File: config.mk
export PLATFORM = sky130hd
export DESIGN_NAME = hdmi_rx_link_ctrl
export DESIGN_NICKNAME = d
export VERILOG_FILES = /design/src/rtl/hdmi_rx_link_ctrl.sv
export SDC_FILE = /design/constraint.sdc
export NUM_CORES = 1
export LEC_CHECK = 0
export CAP_MARGIN = 20
export CORE_MARGIN = 5
export CORE_UTILIZATION = 58
export DETAILED_ROUTE_END_ITERATION = 8
export PLACE_DENSITY = 0.9
export SYNTH_ARGS = -nofsm -noshare
export SYNTH_HDL_FRONTEND = slang
export SYNTH_SLANG_ARGS = --single-unit
File: constraint.sdc
create_clock -name CLK -period 2.47 [get_ports CLK]
set_clock_uncertainty 0.1 [all_clocks]
set_input_delay 0.494 -clock CLK [delete_from_list [all_inputs] [get_ports CLK]]
set_output_delay 0.494 -clock CLK [all_outputs]
set_load 0.01 [all_outputs]
File: src/rtl/hdmi_rx_link_ctrl.sv
// HDMI receive link controller: HPD/receiver-enable sequencing, pixel-path reset and vsync-based lock.
// Optional macro HDMI_RX_DE_CHECK_EN: a vsync edge qualifies only after synchronized de was seen high.
module hdmi_rx_link_ctrl #(
  parameter int CLK_HZ           = 100_000_000,
  parameter int HPD_LOW_MS       = 500,
  parameter int SETTLE_MS        = 100,
  parameter int VSYNC_TIMEOUT_MS = 100,
  parameter int LOCK_FRAMES      = 4
) (
  input  logic       CLK,
  input  logic       reset_in,
  input  logic       vsync_in,
  input  logic       de_in,
  input  logic       force_retrain,
  output logic       hdmi_rx_hpa,
  output logic       hdmi_rx_txen,
  output logic       pix_rst,
  output logic       link_up,
  output logic [1:0] link_state,
  output logic [7:0] retry_count
);

  localparam int TICK_DIV = CLK_HZ / 1000;
  localparam int PW       = (TICK_DIV > 1) ? $clog2(TICK_DIV) : 1;
  localparam logic [PW-1:0] TICK_LAST    = PW'(TICK_DIV - 1);
  // Transitions fire on the tick that would bring ms_cnt up to the limit.
  localparam logic [15:0]   HPD_LAST     = 16'(HPD_LOW_MS - 1);
  localparam logic [15:0]   SETTLE_LAST  = 16'(SETTLE_MS - 1);
  localparam logic [15:0]   TIMEOUT_LAST = 16'(VSYNC_TIMEOUT_MS - 1);
  localparam logic [7:0]    LOCK_LAST    = 8'(LOCK_FRAMES - 1);

  typedef enum logic [1:0] {
    HPD_LOW = 2'd0,
    SETTLE  = 2'd1,
    ACQUIRE = 2'd2,
    LOCKED  = 2'd3
  } state_t;

`ifdef HDMI_RX_DE_CHECK_EN
  localparam int NSYNC = 2;
  logic [NSYNC-1:0] async_bits;
  assign async_bits = {de_in, vsync_in};
`else
  localparam int NSYNC = 1;
  logic [NSYNC-1:0] async_bits;
  logic             unused_de;
  assign async_bits = vsync_in;
  assign unused_de  = de_in;
`endif

  logic [NSYNC-1:0] sync_bits;

  genvar gi;
  generate
    for (gi = 0; gi < NSYNC; gi++) begin : g_sync
      logic meta_reg;
      logic sync_reg;
      always_ff @(posedge CLK or posedge reset_in) begin
        if (reset_in) begin
          meta_reg <= 1'b0;
          sync_reg <= 1'b0;
        end else begin
          meta_reg <= async_bits[gi];
          sync_reg <= meta_reg;
        end
      end
      assign sync_bits[gi] = sync_reg;
    end
  endgenerate

  logic          vsync_prev_reg;
  logic          vs_edge;
  logic [PW-1:0] presc_reg;
  logic          tick;
  state_t        state_reg, state_next;
  logic [15:0]   ms_cnt_reg, ms_cnt_next;
  logic [7:0]    frm_cnt_reg, frm_cnt_next;
  logic [7:0]    retry_reg, retry_next;
  logic          de_seen_reg, de_seen_next;
  logic          hpa_reg, pix_rst_reg, link_up_reg;
  logic [1:0]    link_state_reg;
  logic          de_ok, qual, state_change, retry_inc;

  assign vs_edge = sync_bits[0] & ~vsync_prev_reg;
  assign tick    = (presc_reg == TICK_LAST);

`ifdef HDMI_RX_DE_CHECK_EN
  assign de_ok = de_seen_reg | sync_bits[1];
`else
  assign de_ok = 1'b1;
`endif

  // Edges only matter once the pixel path is out of reset.
  assign qual = vs_edge & de_ok & ((state_reg == ACQUIRE) || (state_reg == LOCKED));

  always_comb begin
    state_next = state_reg;
    retry_inc  = 1'b0;
    case (state_reg)
      HPD_LOW: if (tick && ms_cnt_reg == HPD_LAST) state_next = SETTLE;
      SETTLE:  if (tick && ms_cnt_reg == SETTLE_LAST) state_next = ACQUIRE;
      ACQUIRE: begin
        if (qual) begin
          if (frm_cnt_reg == LOCK_LAST) state_next = LOCKED;
        end else if (tick && ms_cnt_reg == TIMEOUT_LAST) begin
          state_next = HPD_LOW;
          retry_inc  = 1'b1;
        end
      end
      LOCKED: begin
        if (!qual && tick && ms_cnt_reg == TIMEOUT_LAST) begin
          state_next = HPD_LOW;
          retry_inc  = 1'b1;
        end
      end
      default: state_next = HPD_LOW;
    endcase
    if (force_retrain) begin
      state_next = HPD_LOW;
      retry_inc  = 1'b0;
    end

    // A forced retrain restarts the HPD-low interval even if already there.
    state_change = force_retrain || (state_next != state_reg);

    ms_cnt_next = ms_cnt_reg;
    if (state_change || qual) ms_cnt_next = 16'd0;
    else if (tick)            ms_cnt_next = ms_cnt_reg + 16'd1;

    frm_cnt_next = frm_cnt_reg;
    if (state_change)                       frm_cnt_next = 8'd0;
    else if (qual && state_reg == ACQUIRE)  frm_cnt_next = frm_cnt_reg + 8'd1;

    retry_next = retry_reg;
    if (retry_inc && retry_reg != 8'hFF) retry_next = retry_reg + 8'd1;

    de_seen_next = de_seen_reg;
    if (state_change || vs_edge) de_seen_next = 1'b0;
    else if (NSYNC > 1)          de_seen_next = de_seen_reg | sync_bits[NSYNC-1];
  end

  always_ff @(posedge CLK or posedge reset_in) begin
    if (reset_in) begin
      vsync_prev_reg <= 1'b0;
      presc_reg      <= '0;
      state_reg      <= HPD_LOW;
      ms_cnt_reg     <= 16'd0;
      frm_cnt_reg    <= 8'd0;
      retry_reg      <= 8'd0;
      de_seen_reg    <= 1'b0;
      hpa_reg        <= 1'b0;
      pix_rst_reg    <= 1'b1;
      link_up_reg    <= 1'b0;
      link_state_reg <= 2'd0;
    end else begin
      vsync_prev_reg <= sync_bits[0];
      presc_reg      <= tick ? '0 : presc_reg + 1'b1;
      state_reg      <= state_next;
      ms_cnt_reg     <= ms_cnt_next;
      frm_cnt_reg    <= frm_cnt_next;
      retry_reg      <= retry_next;
      de_seen_reg    <= de_seen_next;
      // Outputs are decoded from the next state so they track state_reg exactly.
      hpa_reg        <= (state_next != HPD_LOW);
      pix_rst_reg    <= (state_next == HPD_LOW) || (state_next == SETTLE);
      link_up_reg    <= (state_next == LOCKED);
      link_state_reg <= state_next;
    end
  end

  assign hdmi_rx_hpa  = hpa_reg;
  assign hdmi_rx_txen = hpa_reg;
  assign pix_rst      = pix_rst_reg;
  assign link_up      = link_up_reg;
  assign link_state   = link_state_reg;
  assign retry_count  = retry_reg;

endmodule

==> qor.csv, run 1 <==
metric,value,unit
outcome,"finished, final reports clean",
cp-end-kind,flop,
final_common_cell,dfrtp_1,
finalWorstPathRequiredPeriod,2350,ps
place.gp.congestion,0.823,
wl_per_cell,15.9,microns
synth.net_count,273,
area_growth_syn_to_layout,15.4,%
drt-initial-drc-count,178,
drc,0,
grt_usage,19.9,%
combPwrFrac,2.1,%
dr_total_vias,2054,
required,2590,ps
max_cap_viol_count,0,
fmax,425,MHz
clock_latency,340,ps
io_buffers,17,
ir_drop,0.429,mV
most-common-layout-cells,"56 x dfrtp_1, 37 x nor2_1, 26 x xor2_1",
ff2ff_path_depth,5,
critical_path_class,reg -> reg,
synth_ff_type,dfrtp_1,
fin_tns_setup,0,ps
hold_viol,0,
cts_root_buf,clkbuf_8,
netlist_area,2800,sq um
firstDrtPassIters,4,
yosysSeqAreaShare,50.9,%
finalCritPeriodShare,95.2,%
async_flop_share,100,%
core_area,4690,sq um
grt-ovfl-total,0,
drt-total-wl,5540,microns
p_per_area,564,nW/um^2
die_x,79.5,microns
clock_path_buffers,2,
max_slew_margin,71.2,%
hpwl,3540,microns
ys_ff_latch,57,
cts_tree,built,
ys_types,48,
cts.sinks,57,
grt_pass1_vias,2055,
cts.htree.levels,3,
switching_power,0.386,mW
power.share.clock,46.5,%
antenna_cells,0,
synthesis.yosys.warnings,0,
synth_edf_count,0,
clkSlewWorstSetupHoldPaths,60,ps
grt_setup_unrepaired,no,
slowest_stage,or4b_1,
ant_nets,0,
whs_path_depth,0,
min_path_type,reg -> reg,
cts_buffers,9,
internal-power,1.44,mW
setup_viol,0,
dp_slack,158,ps
seq_power_share,51.4,%
crit_arrival,2470,ps
drive_above_1_share,11.9,%
tightestPinTransition,420,ps
io_pins,19,
critPathMaxFanout,8,
avgSynthCellArea,10.6,sq um
rows,25,
crit_chain,ha_1 > or4b_1 > nor4_4 > and4b_1 > mux2_2,
cp_slowest_stage_delay,500,ps
start_kind,flop,
fin_ws,117,ps
largest_reg_flops,17,
power_leakage,1.42,nW
die_area,6320,sq um
final_max_slew_viol_count,0,
initial_core_util,59.7,%
vias_per_cell,5.90,
antenna_found_initial,0,
fp.dieH,79.5,microns
nNetsFinal,298,
swShare,21.2,%
syn_inst,264,
grt_max_degree,41,
grt_pass1_wl,9600,microns
-- repair_timing --
item,4_1_cts,5_1_grt
hold endpoints to repair,0,0
hold buffers,0,0
setup buffers,0,0
endpoints found under the setup margin,0,1
resized for setup,0,1
-- layout make-up --
cell class,count,area [sq um]
clock buffer,13,149
tap,54,67.6
fill,334,1460
inverter,3,11.3
sequential,57,1430
clock inverter,3,40.0
multi-input combinational,194,1300
timing repair buffer,24,235
-- routing by layer --
layer / global-route usage [%] / vias up / wire length, microns
li1: - / 983 / -
met4: 9.11 / 0 / 108
met2: 31.3 / 57 / 2750
met1: 25.1 / 1002 / 2370
met3: 6.21 / 12 / 310
met5: 0 / - / 0
-- kinds of logic (layout without fill, tap and decap cells) --
family / count (synthesis) / count (layout) / share of synthesized area (%)
compound gates: 13 / 13 / 3.44
xor+xnor: 42 / 42 / 13.1
fa+ha+maj: 4 / 4 / 1.79
buf+inv: 13 / 43 / 2.77
flops: 57 / 57 / 50.9
mux: 3 / 3 / 1.12
simple gates: 132 / 132 / 26.8
-- path summary, 6_finish.rpt --
path                               startpoint                 end  slack [ps]
hold reg to reg            g_sync[0].meta_reg  g_sync[0].sync_reg         250
max in group asynchronous            reset_in       ms_cnt_reg[1]        1370
setup reg to reg                ms_cnt_reg[0]      retry_count[1]         120
setup / recovery                ms_cnt_reg[0]      retry_count[1]         120
hold / removal             g_sync[0].meta_reg  g_sync[0].sync_reg         250
min in group asynchronous            reset_in      frm_cnt_reg[3]         370
-- Yosys cell counts (all sizes together), types with 2 or more instances --
| library cell | n | area, sq um |
|---|---|---|
| a21oi | 5 | 25.0 |
| and2 | 4 | 25.0 |
| and3 | 8 | 51.3 |
| and4 | 6 | 55.1 |
| and4b | 2 | 21.3 |
| buf | 5 | 46.3 |
| clkbuf | 5 | 20.0 |
| dfrtp | 56 | 1400 |
| ha | 4 | 50.1 |
| inv | 3 | 11.3 |
| mux2i | 2 | 20.0 |
| nand2 | 17 | 63.8 |
| nand2b | 2 | 12.5 |
| nand3 | 14 | 70.1 |
| nand4 | 23 | 144 |
| nor2 | 37 | 139 |
| nor2b | 2 | 12.5 |
| nor3 | 3 | 20.0 |
| nor4 | 3 | 33.8 |
| nor4b | 3 | 26.3 |
| o21ai | 2 | 21.3 |
| or4b | 2 | 20.0 |
| xnor2 | 16 | 140 |
| xor2 | 26 | 228 |
-- worst max-delay path: cells and delay by family, from the launching register on --
family	cells	cell delay [ps]
AND/OR/NAND/NOR	3	1170
adder cells (fa/ha/maj)	1	190
multiplexers	1	380
flip-flops	1	400
-- power by group through the flow --
stage	Sequential [mW]	Combinational (mW)	Clock, mW
final	0.938	0.0378	0.849
after global routing	0.937	0.0432	0.921
after CTS	0.938	0.0396	0.868
after detailed placement	0.954	0.0396	0
after global placement	0.954	0.0385	0
after floorplan	0.954	0.0226	0
-- stage by stage --
step | utilization, % | total power, mW | std cells | instance area (sq um) | hold slack, ps
6_report | 68.9 | 1.82 | 348 | 3230 | 254
3_3_place_gp | 64.8 | 0.993 | 332 | 3040 | 233
5_1_grt | 68.9 | 1.90 | 348 | 3230 | 273
4_1_cts | 68.8 | 1.84 | 348 | 3230 | 257
3_5_place_dp | 64.8 | 0.994 | 332 | 3040 | 243
2_1_floorplan | - | 0.977 | 264 | 2800 | 231
Power figures use the tool's default switching activity.
==> run 2, diff against run 1 <==
- ABC_AREA: not set -> 1
- CORE_UTILIZATION: 58 -> 59
- CTS_BUF_LIST: not set -> sky130_fd_sc_hd__clkbuf_4
==> run 2 against run 1 <==
- synthesized cell count increased by 36%
- final cell count increased by 32%
- sequential share of layout area decreased by 2.1 points
- combinational power increased by 4%
- routed wire length decreased by 0.78%
- via count increased by 15%
- non-clock buffer count decreased by 6
- first-iteration DRC count decreased by 36%
- worst setup slack improved by 160 ps
- count of clock-buffer cells in the layout decreased by 3
- flip-flop and latch count unchanged
- critical endpoint is now retry_count[7]
==> qor.csv, run 2 <==
metric,value,unit,change
io_buffers,17,,unchanged
synth_top_family_by_area,simple AND/OR/NAND/NOR gates,,unchanged
drt-total-wl,5500,microns,was 5540 microns
ctsHoldBuffers,0,,unchanged
crit_arrival,2390,ps,was 2470 ps
vias_per_cell,5.14,,was 5.90
grt_max_degree,58,,was 41
ys_types,29,,was 48
required,2670,ps,was 2590 ps
synth_ff_type,dfrtp_1,,unchanged
max_cap_viol_count,0,,unchanged
grt-ovfl-total,0,,unchanged
clock_path_buffers,2,,unchanged
post_cts_buffers,0,,unchanged
ant_nets,0,,unchanged
critical_path_class,reg -> reg,,unchanged
max_slew_margin,75.3,%,was 71.2%
most-common-layout-cells,"63 x nand2_1, 63 x nor2_1, 56 x dfrtp_1",,"was 56 x dfrtp_1, 37 x nor2_1, 26 x xor2_1"
io_pins,19,,unchanged
final_util,67.3,%,was 68.9%
synth-simple-area-share,31.9,%,was 26.8%
cts_tree,built,,unchanged
place.gp.congestion,0.926,,was 0.823
dr_total_vias,2358,,was 2054
antenna_found_initial,0,,unchanged
largest_reg_flops,17,,unchanged
clock_latency,400,ps,was 340 ps
grt_setup_unrepaired,no,,unchanged
yosysSeqAreaShare,47.3,%,was 50.9%
die_area,6640,sq um,was 6320 sq um
firstDrtPassIters,4,,unchanged
synthMuxAreaShare,0.664,%,was 1.12%
cts_buffers,9,,unchanged
grt_usage,19.0,%,was 19.9%
synth.area.top_cells,"dfrtp_1 46%, nand2_1 7.8%, nor2_1 7.8%",,"was dfrtp_1 50%, xor2_1 8.1%, nand4_1 5.1%"
die_x,81.5,microns,was 79.5 microns
p_per_area,473,nW/um^2,was 564 nW/um^2
core_area,5040,sq um,was 4690 sq um
rows,26,,was 25
drive_above_1_share,11.6,%,was 11.9%
area_growth_syn_to_layout,12.5,%,was 15.4%
grt_pass1_vias,2314,,was 2055
ys_ff_latch,57,,unchanged
wl_per_cell,12.0,microns,was 15.9 microns
ir_drop,0.395,mV,was 0.429 mV
syn_inst,359,,was 264
drc,0,,unchanged
async_flop_share,100,%,unchanged
grtUsageMet3,3.51,%,was 6.21%
setup_viol,0,,unchanged
hold_viol,0,,unchanged
synth_compound_area_share,2.61,%,was 3.44%
grt_pass1_wl,9690,microns,was 9600 microns
finalCritPeriodShare,88.9,%,was 95.2%
tightestPinTransition,367,ps,was 420 ps
final_max_slew_viol_count,0,,unchanged
cts.htree.levels,3,,unchanged
post_cts_resized,0,,unchanged
cp-end-kind,flop,,unchanged
min_path_type,reg -> reg,,unchanged
yosys.area.top_type,dfrtp_1,,unchanged
synthXorXnorAreaFrac,8.42,%,was 13.1%
cp-startpoint,presc_reg[0],,was ms_cnt_reg[0]
grt_busiest_layer,met2,,unchanged
fp.dieH,81.5,microns,was 79.5 microns
grt_util_met2,32.0,%,was 31.3%
synth.net_count,368,,was 273
synth_edf_count,0,,unchanged
gr-usage-met1,22.8,%,was 25.1%
yosys-top-cells-count,"63 x nand2_1, 63 x nor2_1, 56 x dfrtp_1",,"was 56 x dfrtp_1, 37 x nor2_1, 26 x xor2_1"
outcome,"finished, final reports clean",,unchanged
drt-initial-drc-count,114,,was 178
cts.sinks,57,,unchanged
reg2reg_from,presc_reg[0],,was ms_cnt_reg[0]
power_leakage,1.62,nW,was 1.42 nW
synth_fa_ha_area_share,1.66,%,was 1.79%
fmax,455,MHz,was 425 MHz
nNetsFinal,394,,was 298
avgSynthCellArea,8.40,sq um,was 10.6 sq um
initial_core_util,59.8,%,was 59.7%
fin_tns_setup,0,ps,unchanged
synth_top_area_share,46.5,%,was 50.0%
hpwl,3980,microns,was 3540 microns
min_from,g_sync[0].meta_reg,,unchanged
synthesis.yosys.warnings,0,,unchanged
finalPower,1.61,mW,was 1.82 mW
critPathMaxFanout,10,,was 8
finalWorstPathRequiredPeriod,2200,ps,was 2350 ps
clkSlewWorstSetupHoldPaths,90,ps,was 60 ps
antenna_cells,0,,unchanged
netlist_area,3020,sq um,was 2800 sq um
cts_root_buf,clkbuf_4,,was clkbuf_8
start_kind,flop,,unchanged
run 2: changes by cell type in the layout (fill, tap and decap cells not counted), moves of 7 or more:
cell	previous run	this run
inv_1	2	51
nand2_1	17	63
nor2_1	37	63
xnor2_1	16	5
clkbuf_4	0	10
clkbuf_8	10	0
nand4_1	23	14
nor2_2	0	9
nor3_1	2	11
and3_1	7	0
run 2: cell families after synthesis:
logic type | Yosys count
and+or+nand+nor | 198
DFF | 57
buffers and inverters | 56
xor gates and xnor gates | 29
AOI/OAI and AO/OA | 13
adders and majority gates | 4
muxes | 2
run 2: power breakdown:
group	switching [mW]	total, mW	internal, mW	leakage (nW)
logic	0.0295	0.0395	0.0100	0.780
registers	0.000881	0.936	0.935	0.772
clock network	0.325	0.630	0.305	0.0711
run 2: per-layer routing:
metal  routed length, microns  part of all wire (%)
met1                     2420                    44
met2                     2720                    49
met3                      245                   4.5
met4                      121                   2.2
met5                        0                     0
run 2: worst max-delay path, cell delays in order (launching register included):
cell and delay [ps]:
dfrtp_1 380, ha_1 230, nand2_2 90, nor2_4 110
nand3_2 130, nor2_8 190, nand3_1 150, nor2_1 180
nand2_2 150, nor2_2 170, nand3_1 90, nand2_1 70
nand2_1 50
run 2: through the flow:
step | cells | hold WS (ps) | area [sq um] | setup WS [ps]
after global routing | 459 | 266 | 3390 | 15.6
final | 459 | 263 | 3390 | 275
after CTS | 459 | 262 | 3390 | 249
after detailed placement | 444 | 239 | 3270 | 260
after global placement | 444 | 231 | 3270 | 364
after floorplan | 359 | 231 | 3020 | 478
run 2: final cells by class:
class | instances | area, sq um
clock buffer | 10 | 75.1
clock inverter | 5 | 47.5
fill | 410 | 1650
inverter | 53 | 199
multi-input combinational | 246 | 1370
sequential | 57 | 1430
tap | 70 | 87.6
timing repair buffer | 18 | 190
run 2: path summary, 6_finish.rpt:
check / cells after the start / slack [ps] / to
worst max-delay path: 12 / 270 / retry_count[7]
worst min-delay path: 0 / 260 / g_sync[0].sync_reg
worst max register to register: 12 / 270 / retry_count[7]
worst min register to register: 0 / 260 / g_sync[0].sync_reg
max in group asynchronous: 3 / 1610 / pix_rst
min in group asynchronous: 3 / 350 / frm_cnt_reg[4]
==> run 3, diff against run 2 <==
- TNS_END_PERCENT: not set -> 1
==> results of run 3 <==
No change in the layout: final DEF, timing and power equal those of run 2.
